===== src/rtl/seg_pkg.sv =====
// Shared seven-segment definitions: active-low cathode codes and the BCD lookup.
// Cathode bit order everywhere is {g,f,e,d,c,b,a}; a 0 lights the segment.
package seg_pkg;

    typedef logic [6:0] seg_t;

    localparam seg_t SEG_0     = 7'b1000000;
    localparam seg_t SEG_1     = 7'b1111001;
    localparam seg_t SEG_2     = 7'b0100100;
    localparam seg_t SEG_3     = 7'b0110000;
    localparam seg_t SEG_4     = 7'b0011001;
    localparam seg_t SEG_5     = 7'b0010010;
    localparam seg_t SEG_6     = 7'b0000010;
    localparam seg_t SEG_7     = 7'b1111000;
    localparam seg_t SEG_8     = 7'b0000000;
    localparam seg_t SEG_9     = 7'b0010000;
    localparam seg_t SEG_DASH  = 7'b0111111;
    localparam seg_t SEG_BLANK = 7'b1111111;

    localparam int NUM_DIGITS = 4;

    // Non-BCD codes 10..15 show a dash so a corrupted score is visible.
    function automatic seg_t bcd_to_seg(input logic [3:0] value);
        seg_t result;
        case (value)
            4'd0:    result = SEG_0;
            4'd1:    result = SEG_1;
            4'd2:    result = SEG_2;
            4'd3:    result = SEG_3;
            4'd4:    result = SEG_4;
            4'd5:    result = SEG_5;
            4'd6:    result = SEG_6;
            4'd7:    result = SEG_7;
            4'd8:    result = SEG_8;
            4'd9:    result = SEG_9;
            default: result = SEG_DASH;
        endcase
        return result;
    endfunction

endpackage


===== src/rtl/seg_scan_driver_if.sv =====
// Score load / display scan bundle between the score source and the scan driver.
// master = score source side, slave = seg_scan_driver.
interface seg_scan_driver_if;
    import seg_pkg::*;

    logic [15:0] digits_in;
    logic        load;
    logic        pending;
    logic [1:0]  en;
    seg_t        seg;
    logic        frame_start;

    modport master (
        output digits_in,
        output load,
        input  pending,
        input  en,
        input  seg,
        input  frame_start
    );

    modport slave (
        input  digits_in,
        input  load,
        output pending,
        output en,
        output seg,
        output frame_start
    );

endinterface


===== src/rtl/seg7_bcd_decode.sv =====
// Combinational BCD digit to active-low seven-segment cathode pattern, with blanking.
module seg7_bcd_decode
    import seg_pkg::*;
(
    input  logic [3:0] value,
    input  logic       blank,
    output seg_t       seg
);

    always_comb begin
        seg = blank ? SEG_BLANK : bcd_to_seg(value);
    end

endmodule


===== src/rtl/seg_scan_driver.sv =====
// Four-digit multiplexed seven-segment scan driver with a frame-synchronous
// double-buffered score so a digit update never tears across a refresh frame.
module seg_scan_driver
    import seg_pkg::*;
#(
    parameter int TICK_DIV = 100_000,
    parameter bit LZ_BLANK = 1'b1
) (
    input  logic               clk,
    input  logic               reset,
    seg_scan_driver_if.slave   bus
);

    localparam int PW = $clog2(TICK_DIV);
    localparam logic [PW-1:0] TICK_LAST = PW'(TICK_DIV - 1);

    logic [PW-1:0] presc_q, presc_d;
    logic [1:0]    en_q, en_d;
    logic [15:0]   staging_q, staging_d;
    logic [15:0]   display_q, display_d;
    logic          pending_q, pending_d;
    logic          frame_start_q, frame_start_d;
    seg_t          seg_q, seg_d;

    logic tick;
    logic commit;

    assign tick   = (presc_q == TICK_LAST);
    assign commit = tick && (en_q == 2'd3);

    always_comb begin
        presc_d       = tick ? '0 : presc_q + 1'b1;
        en_d          = tick ? en_q + 2'd1 : en_q;
        frame_start_d = commit;
        // A load coinciding with commit stages the new value; commit uses the old one.
        staging_d     = bus.load ? bus.digits_in : staging_q;
        display_d     = commit ? staging_q : display_q;
        pending_d     = pending_q;
        if (bus.load) begin
            pending_d = 1'b1;
        end else if (commit) begin
            pending_d = 1'b0;
        end
    end

    // Blanking is derived from the next display value and next digit select so that
    // the registered seg always matches the registered en on the same edge.
    logic [3:0] digit_val [NUM_DIGITS];
    logic [NUM_DIGITS-1:0] digit_nz;
    logic [NUM_DIGITS-1:0] lz_blank;

    for (genvar gi = 0; gi < NUM_DIGITS; gi++) begin : g_digit
        assign digit_val[gi] = display_d[4*gi +: 4];
        assign digit_nz[gi]  = |display_d[4*gi +: 4];
        if (gi == 0) begin : g_units
            assign lz_blank[gi] = 1'b0;
        end else if (gi == NUM_DIGITS - 1) begin : g_top
            assign lz_blank[gi] = LZ_BLANK && !digit_nz[gi];
        end else begin : g_mid
            assign lz_blank[gi] = lz_blank[gi+1] && !digit_nz[gi];
        end
    end

    seg7_bcd_decode u_decode (
        .value (digit_val[en_d]),
        .blank (lz_blank[en_d]),
        .seg   (seg_d)
    );

    always_ff @(posedge clk or posedge reset) begin
        if (reset) begin
            presc_q       <= '0;
            en_q          <= '0;
            staging_q     <= '0;
            display_q     <= '0;
            pending_q     <= 1'b0;
            frame_start_q <= 1'b0;
            seg_q         <= SEG_0;
        end else begin
            presc_q       <= presc_d;
            en_q          <= en_d;
            staging_q     <= staging_d;
            display_q     <= display_d;
            pending_q     <= pending_d;
            frame_start_q <= frame_start_d;
            seg_q         <= seg_d;
        end
    end

    assign bus.pending     = pending_q;
    assign bus.en          = en_q;
    assign bus.seg         = seg_q;
    assign bus.frame_start = frame_start_q;

endmodule


===== src/flat_wrapper.sv =====
// flat-port wrapper written by rule: the top's interface ports become plain ports
module seg_scan_driver_flat import seg_pkg::*;
#(
    parameter int TICK_DIV = 100_000,
    parameter bit LZ_BLANK = 1'b1
)
  (clk, reset, bus_digits_in, bus_load, bus_pending, bus_en, bus_seg, bus_frame_start);
  seg_scan_driver_if bus_i ();
  input  logic clk;
  input  logic reset;
  input wire logic [$bits(bus_i.digits_in)-1:0] bus_digits_in;
  input wire logic [$bits(bus_i.load)-1:0] bus_load;
  output wire logic [$bits(bus_i.pending)-1:0] bus_pending;
  output wire logic [$bits(bus_i.en)-1:0] bus_en;
  output wire logic [$bits(bus_i.seg)-1:0] bus_seg;
  output wire logic [$bits(bus_i.frame_start)-1:0] bus_frame_start;
  assign bus_i.digits_in = bus_digits_in;
  assign bus_i.load = bus_load;
  assign bus_pending = bus_i.pending;
  assign bus_en = bus_i.en;
  assign bus_seg = bus_i.seg;
  assign bus_frame_start = bus_i.frame_start;
  seg_scan_driver #(.TICK_DIV(TICK_DIV), .LZ_BLANK(LZ_BLANK)) u_core (.clk(clk), .reset(reset), .bus(bus_i));
endmodule

===== config.mk =====
export PLATFORM = sky130hd
export DESIGN_NAME = seg_scan_driver_flat
export DESIGN_NICKNAME = d
export VERILOG_FILES = /design/src/rtl/seg_pkg.sv /design/src/rtl/seg_scan_driver_if.sv /design/src/rtl/seg7_bcd_decode.sv /design/src/rtl/seg_scan_driver.sv /design/src/flat_wrapper.sv
export SDC_FILE = /design/constraint.sdc
export NUM_CORES = 1
export LEC_CHECK = 0
export CORE_ASPECT_RATIO = 1.25
export CORE_MARGIN = 2
export CORE_UTILIZATION = 30
export CTS_CLUSTER_DIAMETER = 80
export DETAILED_ROUTE_END_ITERATION = 16
export PLACE_DENSITY = 0.54
export SLEW_MARGIN = 20
export SYNTH_ARGS = -nofsm -noshare
export SYNTH_HDL_FRONTEND = slang
export SYNTH_HIERARCHICAL = 1
export SYNTH_SLANG_ARGS = --single-unit
export TNS_END_PERCENT = 30

===== constraint.sdc =====
create_clock -name clk -period 3 [get_ports clk]
set_input_delay 0.45 -clock clk [delete_from_list [all_inputs] [get_ports clk]]
set_output_delay 0.45 -clock clk [all_outputs]
set_load 0.005 [all_outputs]

; Word-level counts from Yosys, hierarchy flattened
; Memories as Yosys holds them, arrays and structs flattened.
; Index checks and enable logic that the tools add are counted.
[totals]
elab_cells = 36
input_bits = 19
ramBits = 0
memories = 1
latchBits = 0
reg_bits = 60
mem_bits_ro = 112
[memory_table]
columns = name, words, word_bits, rd, rd_ports_with_merged_regs, write_ports, line
row1 = (name not given), 16, 7, 1, 0, 0, seg_pkg.sv:25  ; case (value)
[classes]
n_mux = 11
n_lt_le_gt_ge = 2
addsub = 2
n_reduce_logical = 10
eq_ne = 2
bitwise_logic = 1
multipliers = 0
div = 0
n_shift = 0
[ops]
columns = cell, count
row1 = 17-bit by 1-bit adder with 17-bit output (second input constant), 1
row2 = 17-bit equality test (second input constant), 1
row3 = 17-bit 2-to-1 mux, 1
row4 = 16-bit 2-to-1 mux, 1
row5 = 4-bit OR reduction, 3
row6 = 4-bit binary-select mux with 2-bit select, 1
row7 = 4-bit 2-to-1 mux, 2
row8 = 7-bit 2-to-1 mux, 1
row9 = 3-bit greater-or-equal comparator (second input constant), 1
row10 = 1-bit logical AND, 3
row11 = 1-bit logical NOT, 3
row12 = 2-bit by 3-bit less-than comparator with 1-bit output (second input constant), 1
row13 = 1-bit 2-to-1 mux, 3
row14 = 2-bit inverter with 3-bit output, 1
row15 = 2-bit by 1-bit adder with 2-bit output (second input constant), 1
row16 = 1-bit binary-select mux with 2-bit select, 1
row17 = 2-bit equality test (second input constant), 1
row18 = 2-bit 2-to-1 mux, 1
row19 = 2-bit nonzero test, 1

; Logic depth before layout (Yosys ltp)
[logic_depth]
ltp_word = 10
depth_mapped = 13

; Cells and area by module
; Netlist, hierarchy kept.
[modules_own_cells]
columns = mod, seq_area_each_um2, cells_per_inst, n_inst, area_each_um2
row1 = seg_scan_driver, 1502.7, 244, 1, 2718.9
row2 = seg7_bcd_decode, 0.0, 35, 1, 232.7

; Worst setup path before layout
; Ideal clock, no wire load.
[synth_path]
kind = register to register
startpoint = reg u_core.presc_q[12]
endpoint = reg u_core.seg_q[0], in the netlist u_core/bus.seg[0]
path_slack_ps = -112
setup_ps = 127
arrival_time_ps = 2986
stages_incl_launch_ff = 13
period_less_slack_ps = 3112
cell_sequence = dfrtp_1 or4b_4 nor4_4 buf_2 nor3_1 a311oi_1 a21oi_1 a21oi_1 inv_1 ha_1 or2_0 a211oi_2 nor2_1
[synth_between]
elab_chain_len = 10
word_cells_on_any_way = 20
classes_between = eq/ne: 1 / mux: 8 / bitwise: 1 / reduce/logical: 9 / memory: 1
[synth_lines]
columns = item, line
row1 = start: declaration, seg_scan_driver.sv:17  ; logic [PW-1:0] presc_q, presc_d;
row2 = start signal: assignment, seg_scan_driver.sv:80  ; presc_q <= presc_d;
row3 = 17-bit equality test (*), seg_scan_driver.sv:28  ; assign tick = (presc_q == TICK_LAST);
row4 = branches (longest 8 deep; another with memory 16 x 7 bit), n/a
row5 = 7-bit 2-to-1 mux (*), seg7_bcd_decode.sv:11  ; seg = blank ? SEG_BLANK : bcd_to_seg(value);
row6 = via u_core.seg_d[0], seg_scan_driver.sv:23  ; seg_t seg_q, seg_d;
row7 = end signal: assignment, seg_scan_driver.sv:86  ; seg_q <= seg_d;
row8 = end: declaration, seg_scan_driver.sv:23
; Mark *: on every way through the listed nets, which the timed path passes. The select of a mux whose other input is x is not followed.
; A chain may end at the register's enable or synchronous reset.

; Worst setup path after layout
[layout_path]
startpoint = reg u_core.presc_q[11]
endpoint = reg u_core.seg_q[0], in the netlist u_core/bus.seg[0]
[layout_between]
word_cells_on_any_way = 20
classes_between = eq/ne: 1 / mux: 8 / bitwise: 1 / reduce/logical: 9 / memory: 1
[layout_lines]
columns = item, line
row1 = 17-bit equality test (*), seg_scan_driver.sv:28
row2 = 1-bit logical AND (*), seg_scan_driver.sv:29  ; assign commit = tick && (en_q == 2'd3);
row3 = 16-bit 2-to-1 mux (*), seg_scan_driver.sv:37  ; display_d = commit ? staging_q : display_q;
row4 = via u_core.display_d[4], seg_scan_driver.sv:20  ; logic [15:0] display_q, display_d;
row5 = branches (longest 5 deep; another with memory 16 x 7 bit), n/a
row6 = 7-bit 2-to-1 mux (*), seg7_bcd_decode.sv:11
row7 = via u_core.seg_d[0], seg_scan_driver.sv:23
; Marks and branches as above.

==> results.ini <==
[layout]
drive_above_1_share_pct=29.18
stdcell_count=479
layout_commonest_cell=dfrtp_1
nNetsFinal=376
area_growth_pct=40.10
nFillCells=929
diodes=0
final_cell_mix=dfrtp_1 (59), buf_4 (40), nand2_1 (39)

[timing]
hold_viol=0
setup_viol=2
fin_tns_setup_ps=-20.89
fin_crit_ps=3012
worst_pin_slew_ps=839.7
max_freq_mhz=332.0
drv_slew=0
grt_setup_unrepaired=yes
clock_skew_ps=5.054
fin_ws_ps=-11.92
fin_crit_sh_pct=100.4
maxSlewHeadroom_pct=43.85

[placement]
place_inst=458
dpl.hpwl_um=4855
gp_congestion=0.8109
io_buffers=29

[detailed_routing]
routedWlPerCell_um=13.92
vias_per_cell=4.737
routed_wl_um=6666
vias=2269
ant_nets=0
drt_pass1_iterations=6
remaining_drc_errors=0
drt_iter0_drc=87

[synthesis]
yosysSeqAreaShare_pct=50.91
yosys_warnings=6
yosysTopAreaCell=dfrtp_1
yosys.cell_types.count=45
synth_seq_cells=60
synth_edf_count=0
synthArstFlopShare_pct=100.0
syn_area_um2=2952
netlist.area_leader.share_pct=50.02
avgSynthCellArea_um2=10.58
synthCells=279
syn_nets=305
synth_area_leaders=dfrtp_1 (50%), mux2_2 (8.4%), nand2_1 (5.0%)
synthFlopType=dfrtp_1

[min_path]
worstHoldStart=u_core/display_q[6]
holdPathStages=2
hold_end=u_core/display_q[6]
hold_path_class=reg2reg

[clock_network]
clkSinkCount=60
cts_buffers=9
cts.htree.levels=3
insertion_delay_ps=320
clk_pin_slew_ps=50
cts.path.max_buffers=2
cts_tree=yes
clock-root-buffer=clkbuf_16

[worst_setup_path]
ff2ff_path_depth=12
required_ps=3210
worstReg2RegStart=u_core/presc_q[11]
crit_path_cell_trace=or4b_4 > nor4_4 > buf_6 > nand2_8 > mux2_4 > mux2i_2 > a21oi_2 > buf_4 > ha_2 > or2_1 > a211oi_2 > nor2_1
rrSetupSlack_ps=-10
cp_top_family=simple AND/OR/NAND/NOR gates
crit_buf_inv=2
crit_slowest_cell=or4b_4
crit_fanout=5
cp.arrival_ps=3220
path_class=reg2reg
start_kind=flip-flop
rr_endpoint=u_core/bus.seg[0]
timing.critical_path.slowest_cell_delay_ps=550
endpoint_kind=flip-flop

[global_route]
track_usage_pct=13.12
grt_pass1_wl_um=10680
overflow=0
grt_max_degree=35
grt_pass1_vias=2205
antenna_found_initial=0

[die]
core_um2=9609
dieHeight_um=114.9
die-area_um2=10650
die_w_um=92.72
initial_utilization_pct=30.72
rows=40
ios=30

[outcome]
violations=negative setup slack
status=finished with violations

[pwr]
totalPowerFinal_mw=1.992
power_leakage_nw=1.842
peakVddDrop_mv=0.2424
power_density_nw_per_um2=481.8

[job]
maxCapViolCount=0

-- cell families (layout without fill, tap and decap cells) --
kind of cell | count (synthesis) | count (layout) | share of synthesized area, %
and+or+nand+nor | 106 | 106 | 18.40
DFF | 60 | 60 | 50.91
AOI/OAI and AO/OA | 37 | 37 | 8.181
muxes | 34 | 34 | 12.46
buffers and inverters | 21 | 95 | 2.925
xor gates and xnor gates | 14 | 14 | 4.154
adders and majority gates | 7 | 7 | 2.967
-- how the worst max path moves through the flow --
stage	from	endpoint	slack, ps	cells past startpoint
floorplan	u_core/presc_q[6]	u_core/bus.seg[0]	3	12
global placement	u_core/presc_q[6]	u_core/bus.seg[3]	-8	12
detailed placement	u_core/presc_q[6]	u_core/bus.seg[0]	-50	12
CTS	u_core/presc_q[13]	u_core/bus.seg[0]	0.6	12
global route	u_core/presc_q[11]	u_core/bus.seg[3]	-170	13
finish	u_core/presc_q[11]	u_core/bus.seg[0]	-10	12
-- flip-flops by register name, indices dropped and copies added (netlist names) --
register	flops
u_core/presc_q	17
u_core/display_q	16
u_core/staging_q	16
u_core/bus.seg	7
u_core/bus.en	2
u_core/bus.frame_start	1
u_core/bus.pending	1
-- power breakdown --
group | internal [mW] | switching (mW) | total [mW]
registers | 0.833 | 0.0209 | 0.854
logic | 0.0439 | 0.0291 | 0.0731
clock network | 0.739 | 0.326 | 1.07
-- metrics by stage --
| step | cell area, µm² | hold WS, ps | setup slack, ps | utilization, % |
|---|---|---|---|---|
| after floorplan | 2965 | 447.9 | 3.401 | - |
| after global placement | 3659 | 473.1 | -7.530 | 38.07 |
| after detailed placement | 3659 | 475.7 | -53.72 | 38.07 |
| after CTS | 3999 | 491.8 | 0.5911 | 41.61 |
| after global routing | 4135 | 509.5 | -174.5 | 43.03 |
| final | 4135 | 490.0 | -11.92 | 43.03 |
-- cells in the mapped netlist, types with 5 or more instances --
cell type and number:
nor4_1 5, nand2_1 39, xor2_1 6, inv_1 6, clkbuf_1 7, xnor2_1 8
nor2_1 17, dfrtp_1 59, ha_1 7, nand3_1 8, buf_2 6, mux2_2 22
mux2i_1 12, a21oi_1 13, nor3_1 11
-- area by class of cell --
cell class	count	area (µm²)	area share [%]
clock buffers	12	246.5	5.961
clock inverters	2	60.06	1.452
inverters	7	28.78	0.6959
multi-input cells	198	1458	35.25
flip-flops and latches	60	1503	36.34
well taps	126	157.7	3.812
repair buffers	74	681.9	16.49
-- repair_timing --
item	in CTS	in global routing
hold buffers	0	0
resized for setup	4	17
endpoints found under the setup margin	3	7
pin swaps	7	9
setup buffers	2	5
-- worst reg2reg max path: cells and delay by family (launching register included) --
family	cells	cell delay (ps)
AO/OA/AOI/OAI	2	340
flip-flops	1	370
buffers and inverters	2	330
adder cells (fa/ha/maj)	1	160
AND/OR/NAND/NOR	5	1220
multiplexers	2	480
-- per-layer routing --
metal	global-route usage [%]	share of wire, %	wire length (µm)
met1	14.46	41	2765
met2	22.92	53	3554
met3	3.997	2.9	194
met4	6.667	2.3	151
met5	0	0	0
Note: power is estimated with default switching activity, not from simulation.
